<file path="config.mk">
export PLATFORM = sky130hd
export DESIGN_NAME = mem_access_unit
export DESIGN_NICKNAME = d
export VERILOG_FILES = /design/src/rtl/mem_pkg.sv /design/src/rtl/mau_timeout_ctr.sv /design/src/rtl/mem_access_unit.sv
export SDC_FILE = /design/constraint.sdc
export NUM_CORES = 1
export LEC_CHECK = 0
export BUFFER_PORTS_ARGS = -buffer_cell sky130_fd_sc_hd__buf_2
export CORE_UTILIZATION = 46
export CTS_BUF_LIST = sky130_fd_sc_hd__clkbuf_16
export CTS_CLUSTER_DIAMETER = 200
export CTS_CLUSTER_SIZE = 16
export DETAILED_ROUTE_END_ITERATION = 16
export PLACE_DENSITY = 0.8
export SETUP_SLACK_MARGIN = 0.4
export SYNTH_ARGS = -nofsm -noshare
export SYNTH_HDL_FRONTEND = slang
export SYNTH_SLANG_ARGS = --single-unit
</file>
<file path="constraint.sdc">
create_clock -name clk -period 3 [get_ports clk]
set_clock_uncertainty 0.2 [all_clocks]
set_input_delay 0 -clock clk [delete_from_list [all_inputs] [get_ports clk]]
set_output_delay 0 -clock clk [all_outputs]
set_load 0.02 [all_outputs]
</file>
<file path="src/rtl/mem_pkg.sv">
// Shared types and constants for the memory access unit.
// The state enum is used by mem_access_unit. The default timeout sizes the
// optional bus-response watchdog, which is built only when MEM_TIMEOUT_EN is defined.
package mem_pkg;

  typedef enum logic [1:0] {
    IDLE = 2'd0,
    REQ  = 2'd1,
    WAIT = 2'd2,
    DONE = 2'd3
  } state_t;

  localparam int DEFAULT_TIMEOUT = 255;

endpackage

</file>
<file path="src/rtl/mau_timeout_ctr.sv">
// Bus-response watchdog counter for mem_access_unit.
// This block is instantiated only when MEM_TIMEOUT_EN is defined.
// The count is cleared when a bus request is launched, and it advances on every
// cycle in which enable is high. The expired flag rises in the LIMIT-th enabled
// cycle, so the request may stay outstanding for exactly LIMIT cycles.
// LIMIT must be at least 1.
module mau_timeout_ctr
  import mem_pkg::*;
#(
  parameter int LIMIT = DEFAULT_TIMEOUT,
  parameter int WIDTH = $clog2(LIMIT + 1)
) (
  input  logic clk,
  input  logic reset,
  input  logic clear,
  input  logic enable,
  output logic expired
);

  localparam logic [WIDTH-1:0] LAST = WIDTH'(LIMIT - 1);

  logic [WIDTH-1:0] count;

  // Cycle counter: clear at launch, then count the cycles the access is outstanding
  always_ff @(posedge clk or posedge reset) begin
    if (reset) begin
      count <= '0;
    end else if (clear) begin
      count <= '0;
    end else if (enable) begin
      count <= count + 1'b1;
    end
  end

  assign expired = enable && (count == LAST);

endmodule

</file>
<file path="src/rtl/mem_access_unit.sv">
// mem_access_unit: this unit connects the datapath to a memory bus that uses a
// valid/ready handshake.
//
// - The unit latches one load or store, then runs it through REQ (handshake)
//   and WAIT (response). DONE lasts one cycle. In DONE the datapath is released
//   and any request on the inputs is ignored.
// - A misaligned address goes straight to DONE. It raises BusErr and puts
//   nothing on the bus.
// - Optional feature, macro MEM_TIMEOUT_EN: a watchdog ends any access that is
//   still outstanding after TIMEOUT_CYCLES cycles in REQ/WAIT. When the macro is
//   undefined, the unit waits for the bus indefinitely.
module mem_access_unit
  import mem_pkg::*;
#(
  parameter int TIMEOUT_CYCLES = DEFAULT_TIMEOUT
) (
  input  logic        clk,
  input  logic        reset,
  input  logic        MemRead,
  input  logic        MemWrite,
  input  logic [31:0] ALUResult,
  input  logic [31:0] WriteData,
  output logic [31:0] ReadData,
  output logic        Stall,
  output logic        BusErr,
  output logic        m_valid,
  input  logic        m_ready,
  output logic        m_write,
  output logic [31:0] m_addr,
  output logic [31:0] m_wdata,
  input  logic        r_valid,
  input  logic        r_err,
  input  logic [31:0] r_data
);

  state_t state;
  logic   request;
  logic   aligned;
  logic   timeout;

  assign request = MemRead | MemWrite;
  assign aligned = (ALUResult[1:0] == 2'b00);

`ifdef MEM_TIMEOUT_EN
  mau_timeout_ctr #(
    .LIMIT(TIMEOUT_CYCLES)
  ) u_timeout_ctr (
    .clk    (clk),
    .reset  (reset),
    .clear  ((state == IDLE) && request && aligned),
    .enable ((state == REQ) || (state == WAIT)),
    .expired(timeout)
  );
`else
  logic unused_timeout_cfg;
  assign unused_timeout_cfg = (TIMEOUT_CYCLES != 0);
  assign timeout = 1'b0;
`endif

  // The stall is combinational so that the datapath freezes in the same cycle
  // the request is seen. Reset overrides the stall.
  assign Stall = !reset &&
                 (((state == IDLE) && request) || (state == REQ) || (state == WAIT));

  // Access sequencer; every bus-facing and result output is registered here
  always_ff @(posedge clk or posedge reset) begin
    if (reset) begin
      state    <= IDLE;
      m_valid  <= 1'b0;
      m_write  <= 1'b0;
      m_addr   <= '0;
      m_wdata  <= '0;
      ReadData <= '0;
      BusErr   <= 1'b0;
    end else begin
      BusErr <= 1'b0;
      case (state)
        IDLE: begin
          if (request) begin
            if (!aligned) begin
              BusErr <= 1'b1;
              state  <= DONE;
            end else begin
              m_addr  <= {ALUResult[31:2], 2'b00};
              m_wdata <= WriteData;
              m_write <= MemWrite;
              m_valid <= 1'b1;
              state   <= REQ;
            end
          end
        end
        REQ: begin
          if (m_ready) begin
            m_valid <= 1'b0;
            state   <= WAIT;
          end else if (timeout) begin
            m_valid <= 1'b0;
            BusErr  <= 1'b1;
            state   <= DONE;
          end
        end
        WAIT: begin
          if (r_valid) begin
            if (r_err) begin
              BusErr <= 1'b1;
            end else if (!m_write) begin
              ReadData <= r_data;
            end
            state <= DONE;
          end else if (timeout) begin
            BusErr <= 1'b1;
            state  <= DONE;
          end
        end
        DONE: begin
          state <= IDLE;
        end
        default: begin
          state <= IDLE;
        end
      endcase
    end
  end

endmodule

</file>
Yosys cells after proc, flatten, opt, wreduce, memory -nomap -nowiden
Index checks and enable logic that the tools add are counted.
Word-level totals
  register bits after elaboration: 99
  output and inout bits: 100
Operators by class
  equality and inequality tests: 7
  muxes and demuxes: 14
  bitwise logic cells: 3
  reductions and logical operators: 12
Operators with widths (number)
  two-way mux 2 bit: 4
  inequality test 2 bit (second input constant): 4
  one-hot mux 2 bit (4 select lines): 1
  AND reduction 4 bit: 2
  two-way mux 1 bit: 7
  AND reduction 3 bit: 2
  equality test 2 bit (second input constant): 2
  zero test 2 bit: 2
  one-hot mux 1 bit (2 select lines): 2
  equality test 2 x 1 -> 1 bit (second input constant): 1
  logical AND 1 bit: 2
  logical OR 1 bit: 2
  inverter 1 bit: 2
  nonzero test 2 bit: 1
  zero test 1 bit: 1
  OR 1 bit: 1

Longest topological paths before layout
Gate-level depths: netlist (run 1).
  depth after elaboration: 5
  depth in mapped cells: 6

Least setup slack after synthesis (run 1)
Ideal clock, no wire load.
  path kind: register -> register
  start point: register state[0]
  end point: register m_addr[10]
  library setup time: 0.125 ns
  arrival: 1.841 ns
  path slack: 0.834 ns
  cell stages (with the launch flop): 7
  path buffers: 1
  clock period less this slack: 2.166 ns
  cells stage by stage: dfrtp_1 -> inv_1 -> ha_1 -> or3b_4 -> nor2_8 -> buf_12 -> mux2_4
On the way
  cells in the longest elaborated chain, start to end: 2
RTL lines
  start, declared: RTL line mem_access_unit.sv:36  | state_t state;
  start signal, assigned: RTL line mem_access_unit.sv:68  | state <= IDLE;
  start signal, assigned: RTL line mem_access_unit.sv:82  | state <= DONE;
  start signal, assigned: RTL line mem_access_unit.sv:88  | state <= REQ;
  zero test 2 bit: RTL line mem_access_unit.sv:77  | case (state)
  AND reduction 3 bit (no line)
  end signal, assigned: RTL line mem_access_unit.sv:84  | m_addr <= {ALUResult[31:2], 2'b00};
  end, declared: RTL line mem_access_unit.sv:29  | output logic [31:0] m_addr,
Every way passes these cells.
A chain may end at the register's enable or synchronous reset.

Worst setup path in the final report (run 1)
  start point: register state[1]
  end point: register state[0]
On the way
  cells in the longest elaborated chain, start to end: 3
RTL lines (RTL line)
  equality test 2 bit, or another cell as far along: mem_access_unit.sv:77
  inequality test 2 bit (no line)
  AND reduction 3 bit (no line)
Several ways; a longest one is shown, not always the timed one.

==> summary.txt, run 1 <==
CTS
  • Clk slew on worst S/H paths: 0.06 ns
  • Clock Path Buffers: 2
  • CTS sink count: 99
  • Worst-skew pair later-pin latency: 0.33 ns
  • Root Buffer: clkbuf_16
  • CTS tree: done
  • CTS Buf Count: 9
  • H-tree depth: 3

Run status
  • Status: completed

Finish
  • Area Growth Syn to Fin: 60.36%
  • Finished Layout Cells: 670
  • # diodes: 0
  • Post-layout nets: 667
  • Fraction of layout cells with a size suffix above 1: 57.30%

Global route
  • Wire length of the first global-routing pass: 18.73 mm
  • Initial antenna violation count: 0
  • Largest net degree at the start of global routing: 61
  • Vias in the first global route: 3692
  • Total track usage: 25.25%
  • GRT overflow: 0

Place
  • PortBufs: 200
  • GPL Wtd Cong: 0.8536
  • Placed wire-length estimate: 6.798 mm
  • Placed Instances: 545

Synthesis
  • Syn avg cell area: 17.24 um^2
  • Yosys warns: 0
  • Netlist cell types: 25
  • Syn Std Cell Area: 4173 um^2
  • Seq cells post-synth: 99
  • Seq/Total Area, Yosys: 59.37%
  • Cells after Synth: 242
  • Post-synth top area share: 59.37%
  • Top cells by area, synth: dfrtp_1 (59%), mux2_4 (22%), mux2_2 (9.4%)
  • Synth area leader: dfrtp_1

Power
  • Switching power: 0.002452 W
  • Clock Power Share: 19.0%
  • Logic gate share of total power: 45.9%
  • Sequential power share: 35.2%
  • Max VDD drop: 0.0004998 V
  • PwrDens: 1013 nW/um^2
  • Leakage: 3.331 nW
  • Int Pwr: 0.004323 W
  • Net switching fraction of the power: 36.19%

Die
  • Initial Util: 47.62%
  • Num rows: 34
  • Die span in y: 97.24 um
  • Die width: 97.24 um
  • Die Area: 9456 um^2
  • Core Box Area: 8763 um^2
  • Total I/O pin count: 203

Worst hold path
  • Hold Path Class: in2async

Routing
  • Final ANT Viol Nets: 0
  • Pre-Repair DR Iteration Count: 4
  • DRT Wirelength: 11.47 mm
  • Remaining DRCs: 0
  • Via count: 3259
  • Initial drt markers: 76
  • Vias per inst: 4.864
  • Drt wl/cell: 17.13 um

Setup path
  • Worst R2R Setup Slack: 0.47 ns
  • R2R cell count: 7
  • Reg2Reg Capture Point: state[0]
  • Reg-to-reg startpoint: state[1]
  • CP Launch Type: register
  • CP arrival: 2.60 ns
  • Worst Path Max Fanout: 4
  • CP Capture Type: register
  • Worst EP required: 3.07 ns
  • WS Path Type: reg2reg

Timing
  • RSZ-0062 raised after global routing: true
  • Tcrit/Tclk final: 84.42%
  • Final worst path period need: 2.532 ns
  • Final hold violations: 0
  • Relative slew slack: 48.57%
  • Max Fclk: 394.9 MHz
  • Worst slew pin tran: 0.7714 ns
  • Fin. max-slew vios: 0
  • TNS Setup: 0 ns
  • Finish-stage setup viols: 0

Run
  • Max-cap viol count: 0
## routing by layer
metal  global-route usage, %  up-vias  part of all wire, %
li1                        -     1482                    -
met1                   27.90     1622                   37
met2                   46.86      125                   55
met3                   5.036       30                  5.0
met4                   10.86        0                  3.1
met5                       0        -                    0
## timing repair
action                                  CTS  global route
endpoints found under the setup margin    0            50
buffers inserted                          0             1
hold endpoints to repair                198             0
gates resized for setup                   0             3
hold buffers                            110             0
## per-stage QoR
stage / setup WS, ns / utilization [%] / hold WS (ns) / total power, W / cell area (um^2)
after detailed placement: 0.4603 / 59.72 / -0.009211 / 0.005239 / 5234
after global routing: 0.3677 / 76.36 / 0.2242 / 0.007113 / 6691
final: 0.4675 / 76.36 / 0.1863 / 0.006776 / 6691
after CTS: 0.4507 / 76.04 / 0.1958 / 0.006741 / 6664
after global placement: 0.5457 / 59.72 / -0.02098 / 0.005133 / 5234
after floorplan: 0.8341 / - / -0.1231 / 0.004291 / 4180
## layout make-up
class	count	area, um^2
sequential	99	2477
timing repair buffer	316	2185
fill	532	2072
multi-input combinational	129	1546
clock buffer	9	225.2
tap	108	135.1
clock inverter	5	103.9
inverter	4	18.77
## cell families after synthesis
kind of cell | share of synthesized area (%)
AOI/OAI and AO/OA | 1.739
other | 0.08987
adders and majority gates | 1.499
and+or+nand+nor | 2.309
buffers and inverters | 3.958
DFF | 59.37
muxes | 31.03
## critical path, stage by stage, from the launching register on
cell and delay (ns):
dfrtp_1 0.40, inv_1 0.13, ha_2 0.22, nor2b_2 0.19, a21oi_1 0.06, dlygate4sd3_1 0.58
a2bb2oi_1 0.13, dlygate4sd3_1 0.57
## synthesized netlist by cell type, drive strengths merged
master,count
mux2,95
nor2b,1
nor3,1
dfrtp,99
nor2,7
a22o,1
nand3b,1
a2bb2oi,1
a221oi,1
nand2,3
o311ai,1
or3b,1
inv,4
a21oi,3
conb,1
o21ai,3
ha,5
nor3b,1
buf,11
o211ai,1
nand3,1
## how the worst max path moves through the flow
stage,start,endpoint,cells past startpoint
after floorplan,state[0],m_addr[10],6
after global placement,state[0],m_addr[21],6
after detailed placement,state[0],m_wdata[10],6
after CTS,state[0],m_wdata[10],6
after global routing,state[0],m_valid,6
final,state[1],state[0],7
## cells in the final DEF, fill, tap and decap left out, drive strengths merged, types with 2 or more instances in the layout
master	count
bufinv	3
clkbuf	9
o21ai	3
dfrtp	99
buf	206
inv	3
conb	2
a21oi	3
dlygate4sd3	110
mux2	95
clkinv	2
ha	5
nor2	7
nand2	3
## registers in the layout, summed over array words and instances, names as in the netlist
signal and flops:
m_wdata 32, BusErr 1, m_valid 1, m_write 1, m_addr 30, ReadData 32
state 2
## power groups by stage
stage / sequential (W) / combinational, W / clock, W
after floorplan: 0.00316 / 0.00113 / 0
after global placement: 0.00235 / 0.00278 / 0
after detailed placement: 0.00237 / 0.00287 / 0
after CTS: 0.00237 / 0.00307 / 0.00131
after global routing: 0.00246 / 0.00329 / 0.00136
final: 0.00238 / 0.00311 / 0.00128
No activity file was read; power rests on OpenSTA's default activity.
==> run 2, diff against run 1 <==
clock period = 2.6 ns   (was 3 ns; I/O delays follow)
==> summary.txt, run 2 (same netlist as run 1, synthesis figures left out) <==
Run status
  • Status: completed

Die
  • Initial Util: 47.62%
  • Die span in y: 97.24 um
  • Num rows: 34
  • Core Box Area: 8763 um^2
  • Die Area: 9456 um^2
  • Die width: 97.24 um
  • Total I/O pin count: 203

Routing
  • DRT Wirelength: 12.08 mm
  • Drt wl/cell: 17.82 um
  • Initial drt markers: 65
  • Remaining DRCs: 0
  • Vias per inst: 4.861
  • Final ANT Viol Nets: 0
  • Via count: 3296
  • Pre-Repair DR Iteration Count: 4

Finish
  • Top Registers: ReadData (32), m_wdata (32), m_addr (30)
  • Fraction of layout cells with a size suffix above 1: 58.77%
  • Area Growth Syn to Fin: 62.46%
  • Most common cell after layout, fill and taps aside: buf_2
  • Post-layout nets: 673
  • Design area: 6779 um^2
  • # diodes: 0
  • Most frequent cells in the layout: buf_2 (200), dlygate4sd3_1 (105), dfrtp_1 (99)

Worst hold path
  • Hold Path Class: in2reg

Place
  • Post-Place Setup Slack: 0.2257 ns
  • Placed wire-length estimate: 6.538 mm
  • PortBufs: 200
  • GPL Wtd Cong: 0.9188
  • Placed cell area: 5251 um^2

Timing
  • Final hold violations: 0
  • Relative slew slack: 50.26%
  • Setup slack after layout: 0.4488 ns
  • Max Fclk: 464.9 MHz
  • RSZ-0062 raised after global routing: true
  • TNS Setup: 0 ns
  • Fin. max-slew vios: 0
  • Final worst path period need: 2.151 ns
  • Tcrit/Tclk final: 82.74%
  • Worst slew pin tran: 0.7446 ns
  • Finish-stage setup viols: 0
  • Min Hold Slack: 0.06310 ns

Global route
  • Total track usage: 26.54%
  • GRT overflow: 0
  • Wire length of the first global-routing pass: 19.47 mm
  • Vias in the first global route: 3748
  • Largest net degree at the start of global routing: 66
  • Initial antenna violation count: 0

Setup path
  • Worst Path Max Fanout: 10
  • Biggest cell delay along the critical path: 0.41 ns
  • CP Capture Type: register
  • WS Path Type: reg2reg
  • CP Launch Type: register
  • CP arrival: 2.17 ns
  • Crit-path cells: inv_2 -> ha_4 -> or3b_4 -> nor2_8 -> bufbuf_16 -> mux2_4
  • Largest delay share family, worst path: simple AND/OR/NAND/NOR gates
  • Worst path slowest cell: or3b_4
  • Worst EP required: 2.62 ns
  • CP bufs+invs: 2

Power
  • PwrDens: 1132 nW/um^2
  • Max VDD drop: 0.0006129 V
  • Leakage: 3.373 nW

CTS
  • Clock Path Buffers: 2
  • Worst-skew pair later-pin latency: 0.33 ns
  • CTS Buf Count: 9
  • CTS tree: done
  • CTS sink count: 99
  • H-tree depth: 3
  • Clk slew on worst S/H paths: 0.07 ns
  • Root Buffer: clkbuf_16

Run
  • Max-cap viol count: 0
-- run 2: timing repair --
| action | 4_1_cts | 5_1_grt |
|---|---|---|
| buffers inserted | 8 | 2 |
| pin swaps | 2 | 2 |
| gates resized for setup | 8 | 3 |
| cloned | 3 | 0 |
| setup endpoints to repair | 68 | 43 |
| hold buffers | 105 | 0 |
| endpoints found under the hold margin | 133 | 0 |
-- run 2: path summary, 6_finish.rpt --
kind / to / from / slack [ns] / cells past startpoint
max: m_wdata[2] / state[0] / 0.45 / 6
max in group asynchronous: m_wdata[25] / reset / 1.25 / 4
min reg2reg: ReadData[17] / ReadData[17] / 0.30 / 1
min in group asynchronous: ReadData[14] / reset / 0.19 / 3
max reg2reg: m_wdata[2] / state[0] / 0.45 / 6
min: m_valid / ALUResult[1] / 0.06 / 4
-- run 2: metrics by stage --
step           util (%)  total power, W  instances
2_1_floorplan         -        0.004952        243
3_3_place_gp      59.92        0.005928        544
3_5_place_dp      59.92        0.006039        544
4_1_cts           77.01        0.007575        676
5_1_grt           77.36        0.008062        678
6_report          77.36        0.007671        678
-- run 2: cell type report --
cell class,count,area (um^2)
repair buffers,322,2310
inverters,4,18.77
clock inverters,7,50.05
fillers,492,1984
flip-flops and latches,99,2477
clock buffers,9,225.2
well taps,108,135.1
multi-input cells,129,1563
-- run 2: where the power goes --
part	total [W]	internal (W)	leakage [nW]	switching (W)
combinational	0.00368	0.00178	2.04	0.00189
sequential	0.00276	0.00231	1.20	0.000451
clock	0.00124	0.000654	0.130	0.000582
total	0.00767	0.00475	3.37	0.00293
-- run 2: metal layers --
layer	track usage [%]	wire length [um]
met3	6.691	619
met1	29.06	4412
met2	48.70	6684
met5	0	0
met4	10.97	363
-- run 2: worst min-delay path, cell delays in order --
cell and delay, ns:
buf_2 0.12, or3b_4 0.17, buf_4 0.12, o311ai_0 0.11
==> run 3, diff against run 2 <==
clock period = 2.1 ns   (was 2.6 ns; I/O delays follow)
==> summary.txt, run 3 (same netlist as run 1, synthesis figures left out) <==
Timing
  • Max Fclk: 478.2 MHz
  • Final hold violations: 0
  • Worst slew pin tran: 0.7715 ns
  • Setup slack after layout: 0.008754 ns
  • Final worst path period need: 2.091 ns
  • RSZ-0062 raised after global routing: true
  • Tcrit/Tclk final: 99.58%
  • Relative slew slack: 48.37%
  • Fin. max-slew vios: 0
  • Finish-stage setup viols: 0
  • Min Hold Slack: 0.1027 ns

Routing
  • Via count: 3474
  • Remaining DRCs: 0
  • Pre-Repair DR Iteration Count: 4
  • Initial drt markers: 87
  • DRT Wirelength: 14.06 mm
  • Final ANT Viol Nets: 0
  • Vias per inst: 4.977
  • Drt wl/cell: 20.14 um

Run status
  • Status: completed

Setup path
  • WS Path Type: reg2reg
  • CP Capture Type: register
  • CP Launch Type: register
  • Biggest cell delay along the critical path: 0.42 ns
  • Worst R2R Setup Slack: 0.009 ns
  • Worst EP required: 2.12 ns
  • Crit-path cells: inv_2 -> ha_4 -> or3b_4 -> nor2_8 -> buf_12 -> clkbuf_16 -> mux2_4
  • Worst path slowest cell: or3b_4
  • Largest delay share family, worst path: simple AND/OR/NAND/NOR gates
  • CP arrival: 2.11 ns
  • Worst Path Max Fanout: 8
  • CP bufs+invs: 3

Power
  • Max VDD drop: 0.0007504 V
  • PwrDens: 1394 nW/um^2
  • Leakage: 3.617 nW

Global route
  • Wire length of the first global-routing pass: 20.73 mm
  • Vias in the first global route: 3895
  • Largest net degree at the start of global routing: 37
  • Initial antenna violation count: 0
  • Total track usage: 28.11%
  • GRT overflow: 0

CTS
  • CTS sink count: 99
  • Worst-skew pair later-pin latency: 0.33 ns
  • CTS tree: done
  • Clock Path Buffers: 2
  • Root Buffer: clkbuf_16
  • H-tree depth: 3
  • CTS Buf Count: 9
  • Clk slew on worst S/H paths: 0.07 ns

Finish
  • Top Registers: ReadData (32), m_wdata (32), m_addr (30)
  • Fill cells: 421
  • FF/Latch Area: 2477 um^2
  • Most common cell after layout, fill and taps aside: buf_2
  • Fraction of layout cells with a size suffix above 1: 61.36%
  • Area occupied by multi-input gates: 1744 um^2
  • Most frequent cells in the layout: buf_2 (199), dlygate4sd3_1 (104), dfrtp_1 (99)
  • Post-layout nets: 694
  • # diodes: 0
  • Area Growth Syn to Fin: 73.10%

Place
  • GPL Wtd Cong: 0.7871
  • PortBufs: 200
  • Post-Place Setup Slack: -0.04529 ns
  • Placed wire-length estimate: 6.746 mm

Die
  • Total I/O pin count: 203
  • Die span in y: 97.24 um
  • Die Area: 9456 um^2
  • Die width: 97.24 um
  • Initial Util: 47.62%
  • Core Box Area: 8763 um^2
  • Num rows: 34

Run
  • Max-cap viol count: 0

Worst hold path
  • Hold Path Class: in2reg
==> run 3: cell types whose count changed in the layout (fill, tap and decap cells not counted), sizes merged <==
cell	previous run	this run
dlygate4sd3	105	104
inv	6	4
buf	216	235
clkbuf	9	12
nor2	7	8
bufbuf	1	0
clkinvlp	3	4
==> run 3: path summary, 6_finish.rpt <==
kind,start,endpoint,cells past startpoint
setup / recovery,state[1],m_addr[9],7
hold / removal,MemWrite,BusErr,3
setup reg to reg,state[1],m_addr[9],7
hold reg to reg,m_wdata[18],m_wdata[18],1
max in group asynchronous,reset,state[0],4
min in group asynchronous,reset,m_wdata[28],3
==> run 3: per-layer routing <==
| layer | routed length [um] | track usage (%) | part of all wire [%] |
|---|---|---|---|
| met5 | 0 | 0 | 0 |
| met4 | 622 | 12.44 | 4.4 |
| met3 | 867 | 5.971 | 6.2 |
| met2 | 7396 | 50.92 | 53 |
| met1 | 5168 | 31.78 | 37 |
==> run 3: tightest hold or removal path, stage by stage <==
cell and delay, ns:
buf_2 0.14, o21ai_0 0.18, o21ai_0 0.26
==> run 3: power by group <==
part	switching (W)	internal (W)	total (W)	leakage, nW
clock	0.000702	0.000787	0.00149	0.122
sequential	0.000619	0.00286	0.00348	1.20
combinational	0.00253	0.00257	0.00510	2.30
total	0.00385	0.00622	0.0101	3.62
==> run 3: layout make-up <==
type                       count  share of cell area (%)
sequential                    99                   34.30
multi-input combinational    130                   24.15
clock buffer                   9                   3.118
inverter                       4                  0.2598
clock inverter                 6                  0.4850
tap                          108                   1.871
timing repair buffer         342                   35.82
==> run 3: through the flow <==
stage	instances	total power, W	TNS (ns)	cell area [um^2]	util (%)
6_report	698	0.01007	0	7223	82.42
5_1_grt	698	0.01051	-1.196	7223	82.42
4_1_cts	691	0.009660	0	7025	80.17
3_5_place_dp	558	0.007619	-1.352	5388	61.48
3_3_place_gp	558	0.007477	0	5388	61.48
2_1_floorplan	243	0.006179	0	4223	-
==> run 3: what timing repair did <==
item                                   CTS  global route
pin swaps                                8             5
hold buffers                           102             2
endpoints found under the hold margin  127             1
resized for setup                       53            21
buffers inserted                        12             2
gates cloned                             4             3
setup endpoints to repair               98            99
